### src/rtl/rf_write_arbiter.sv
// Two-requester write-port arbiter in front of a single-write-port register file.
// Grants are combinational; the register-file write is issued from registers one cycle later.
module rf_write_arbiter #(
  parameter int PRIO_MODE = 0
) (
  input  logic        clk,
  input  logic        rst,
  input  logic        req0_valid,
  input  logic [4:0]  req0_reg,
  input  logic [31:0] req0_data,
  output logic        req0_ready,
  input  logic        req1_valid,
  input  logic [4:0]  req1_reg,
  input  logic [31:0] req1_data,
  output logic        req1_ready,
  output logic        rf_regWrite,
  output logic [4:0]  rf_write_reg,
  output logic [31:0] rf_write_data,
  output logic [7:0]  stall_count
);

  logic        gnt0_s;
  logic        gnt1_s;
  logic        xfer_s;
  logic        deny_s;
  logic [4:0]  sel_reg_s;
  logic [31:0] sel_data_s;

  logic        last_grant_q, last_grant_d;
  logic        we_q, we_d;
  logic [4:0]  reg_q, reg_d;
  logic [31:0] data_q, data_d;
  logic [7:0]  stall_q, stall_d;

  // Grant selection; ready is held low while reset is asserted
  always_comb begin
    gnt0_s = 1'b0;
    gnt1_s = 1'b0;
    if (!rst) begin
      gnt0_s = 1'b0;
      gnt1_s = 1'b0;
    end else if (req0_valid && req1_valid) begin
      if (PRIO_MODE == 1) begin
        gnt1_s = 1'b1;
      end else if (last_grant_q) begin
        gnt0_s = 1'b1;
      end else begin
        gnt1_s = 1'b1;
      end
    end else if (req0_valid) begin
      gnt0_s = 1'b1;
    end else if (req1_valid) begin
      gnt1_s = 1'b1;
    end else begin
      gnt0_s = 1'b0;
      gnt1_s = 1'b0;
    end
  end

  // Next-state for the write stage, round-robin pointer and stall counter
  always_comb begin
    xfer_s       = gnt0_s | gnt1_s;
    deny_s       = (req0_valid & ~gnt0_s) | (req1_valid & ~gnt1_s);
    sel_reg_s    = gnt1_s ? req1_reg : req0_reg;
    sel_data_s   = gnt1_s ? req1_data : req0_data;
    last_grant_d = last_grant_q;
    we_d         = 1'b0;
    reg_d        = reg_q;
    data_d       = data_q;
    stall_d      = stall_q;
    if (xfer_s) begin
      last_grant_d = gnt1_s;
      // Writes to x0 are accepted but swallowed; the index/data outputs keep their last values
      if (sel_reg_s != 5'd0) begin
        we_d   = 1'b1;
        reg_d  = sel_reg_s;
        data_d = sel_data_s;
      end else begin
        we_d   = 1'b0;
      end
    end else begin
      last_grant_d = last_grant_q;
    end
    if (deny_s && (stall_q != 8'hFF)) begin
      stall_d = stall_q + 8'd1;
    end else begin
      stall_d = stall_q;
    end
  end

  // State registers with asynchronous active-low reset
  always_ff @(posedge clk or negedge rst) begin
    if (!rst) begin
      last_grant_q <= 1'b1;
      we_q         <= 1'b0;
      reg_q        <= 5'd0;
      data_q       <= 32'd0;
      stall_q      <= 8'd0;
    end else begin
      last_grant_q <= last_grant_d;
      we_q         <= we_d;
      reg_q        <= reg_d;
      data_q       <= data_d;
      stall_q      <= stall_d;
    end
  end

  assign req0_ready    = gnt0_s;
  assign req1_ready    = gnt1_s;
  assign rf_regWrite   = we_q;
  assign rf_write_reg  = reg_q;
  assign rf_write_data = data_q;
  assign stall_count   = stall_q;

endmodule

### config.mk
export PLATFORM = sky130hd
export DESIGN_NAME = rf_write_arbiter
export DESIGN_NICKNAME = d
export VERILOG_FILES = /design/src/rtl/rf_write_arbiter.sv
export SDC_FILE = /design/constraint.sdc
export NUM_CORES = 1
export LEC_CHECK = 0
export ABC_AREA = 1
export BUFFER_PORTS_ARGS = -buffer_cell sky130_fd_sc_hd__buf_2
export CAP_MARGIN = 25
export CORE_AREA = 2 2 83 85
export CTS_CLUSTER_SIZE = 14
export DETAILED_ROUTE_END_ITERATION = 8
export DIE_AREA = 0 0 85 87
export PLACE_DENSITY = 0.7
export SLEW_MARGIN = 20
export SYNTH_ARGS = -nofsm -noshare
export SYNTH_HDL_FRONTEND = slang
export SYNTH_SLANG_ARGS = --single-unit
export TNS_END_PERCENT = 20
### constraint.sdc
create_clock -name clk -period 2.7 [get_ports clk]
set_input_delay 0.405 -clock clk [delete_from_list [all_inputs] [get_ports clk]]
set_output_delay 0.405 -clock clk [all_outputs]
set_load 0.1 [all_outputs]
==> impl_metrics.ini <==
[layout]
area_delta_synth_final_pct = 31.6
final_cells = 564
final_cell_mix = 204 x nand2_1, 123 x buf_2, 46 x dfrtp_1
fillerInstances = 666
fin_area_sq_um = 3330
antenna-diode-count = 0
drive_above_1_share_pct = 30.2
mostFrequentLayoutCell = nand2_1
largest_reg_flops = 32
final_net_count = 562

[place]
gp_congestion = 0.806
port_buffers = 125
dp_hpwl_microns = 4760
dpl_cell_area_sq_um = 3250
dp.cells = 556

[synthesis]
synth_compound_area_share_pct = 2.13
synth_fp_nets = 441
syn_area_per_cell_sq_um = 6.99
synth_cell_types = 23
yosysTopAreaCellShare_pct = 45.5
syn_inst = 362
muxShareOfSynthArea_pct = 0
ys_warn_count = 0
synthAdderAreaFrac_pct = 0.495
ys_seq_elements = 47
synth_top_family_by_area = simple AND/OR/NAND/NOR gates
yosys.area.top_type = dfrtp_1
synth.cell_area_sq_um = 2530
synthSimpleGateAreaFrac_pct = 41.4
ys_seq_area_share_pct = 46.5
synth_area_leaders = dfrtp_1 45%, nand2_1 30%, nand3_1 8.3%, inv_1 3.0%, buf_6 1.8%
synth_xor_area_share_pct = 2.08

[sta]
setup_viol = 0
finalHoldViolations = 0
fmaxAchievable_mhz = 457
fin_skew_ns = 0.00662
fin_crit_sh_pct = 81.0
hold_ws_ns = 0.229
final.setup.tns_ns = 0
slew_violations = 0
relSlewSlack_pct = 57.1
fin_crit_ns = 2.19
rsz0062_at_grt = false
worst_slew_pin_slew_ns = 0.642

[clocking]
cts-root-buf = clkbuf_8
post_cts_buffers = 0
cts_buffer_depth = 2
cts_max_level = 2
clock_sinks = 47
tritoncts = yes
clock_latency_ns = 0.29
cts_hold_buf = 0
cts_resized = 0
cts_made_buffers = 5
clk_pin_slew_ns = 0.09

[grt]
grt_max_degree = 51
grt_pass1_wl_microns = 10600
antenna_found_initial = 0
grt_pass1_vias = 2368
grt_usage_pct = 17.5
overflow = 0

[floorplan]
die_area_sq_um = 7400
coreArea_sq_um = 6570
row_count = 30
num_io_pins = 126
dieWidth_microns = 85
start_util_pct = 38.5
dieHeight_microns = 87

[power]
switching_power_w = 0.00157
ir_worst_vdd_mv = 0.883
p_leak_nw = 2.05
seqPwrFrac_pct = 32.6
clkPwrFrac_pct = 14.3
p_total_w = 0.00285
power.density_nw_per_um2 = 855
combPwrFrac_pct = 53.1
swShare_pct = 55.3
internal-power_w = 0.00127

[worst_setup_path]
crit_type = flip-flop to flip-flop
arrival_ns = 2.42
rrSetupSlack_ns = 0.51
r2r-start = last_grant_q
r2r_cells = 9
worstPathRequired_ns = 2.93
r2r_end = rf_write_data[29]
cp_num_buf_inv = 1
slowest_stage = dfstp_2
cp_top_family = simple AND/OR/NAND/NOR gates
start_kind = flip-flop
cpPeakStageDelay_ns = 0.54
crit_top_cell = nand2_1
path_max_fanout = 35
crit_chain = nand2_2, nand2_4, buf_4, nand2_1, nand2_1, nor2_1, nand2_2, nand3_1, nand2_1
worstSetupEndpointType = flip-flop

[drt]
drcViolationCount = 0
vias_per_cell = 4.60
drtPass1Iterations = 4
vias = 2594
wl_microns = 6450
drt_iter0_markers = 141
ant_nets = 0
routedWlPerCell_microns = 11.4

[status]
status = finished, final reports clean

[run]
maxCapViolCount = 0

[hold_path]
holdCritPathClass = input pin to asynchronous set/reset pin
synthesized netlist by cell type, drive strengths merged:
master	number
a211oi	1
buf	9
clkbuf	9
clkinv	1
dfrtp	46
dfstp	1
ha	1
inv	21
nand2	207
nand3	42
nand3b	2
nor2	6
nor3	2
o21ai	7
o21bai	1
xnor2	2
xor2	4
cell type report:
| cell class | instances | area (sq um) | area share, % |
|---|---|---|---|
| multi-input combinational | 275 | 1180 | 35.4 |
| timing repair buffer | 132 | 708 | 21.3 |
| clock inverter | 1 | 5.00 | 0.150 |
| tap | 80 | 100 | 3.01 |
| clock buffer | 7 | 76.3 | 2.29 |
| sequential | 47 | 1180 | 35.4 |
| inverter | 22 | 83.8 | 2.52 |
layer usage:
| metal | global-route usage, % | share of wire [%] | vias up |
|---|---|---|---|
| met4 | 3.17 | 0.88 | 0 |
| li1 | - | - | 1351 |
| met1 | 22.9 | 46 | 1139 |
| met5 | 0 | 0 | - |
| met3 | 4.45 | 7.2 | 7 |
| met2 | 29.8 | 46 | 97 |
logic make-up (layout without fill, tap and decap cells):
logic type / count (synthesis) / after routing
fa+ha+maj: 1 / 1
compound gates: 9 / 9
simple gates: 259 / 259
xor+xnor: 6 / 6
flops: 47 / 47
buf+inv: 40 / 162
how the worst max path moves through the flow:
stage                     depth (start not counted)      startpoint                 to  slack, ns
after floorplan                                   8  stall_count[1]     stall_count[5]       0.45
after global placement                           11             rst   rf_write_data[5]       0.52
after detailed placement                         11      req1_valid  rf_write_data[29]       0.47
after CTS                                         9    last_grant_q  rf_write_data[29]       0.52
after global routing                              9    last_grant_q  rf_write_data[25]       0.25
final                                             9    last_grant_q  rf_write_data[29]       0.51
through the flow:
stage               utilization [%]  worst slack [ns]
floorplan                         -             0.452
global placement               49.4             0.517
detailed placement             49.4             0.468
CTS                            50.7             0.522
global route                   50.7             0.252
finish                         50.7             0.512
power by group through the flow:
| stage | Sequential, W | Clock, W | Combinational [W] |
|---|---|---|---|
| after detailed placement | 0.000942 | 0 | 0.00152 |
| after global placement | 0.000939 | 0 | 0.00150 |
| final | 0.000928 | 0.000407 | 0.00151 |
| after global routing | 0.000946 | 0.000453 | 0.00160 |
| after CTS | 0.000930 | 0.000418 | 0.00152 |
| after floorplan | 0.00186 | 0 | 0.000297 |
Note: power is estimated with default switching activity, not from simulation.
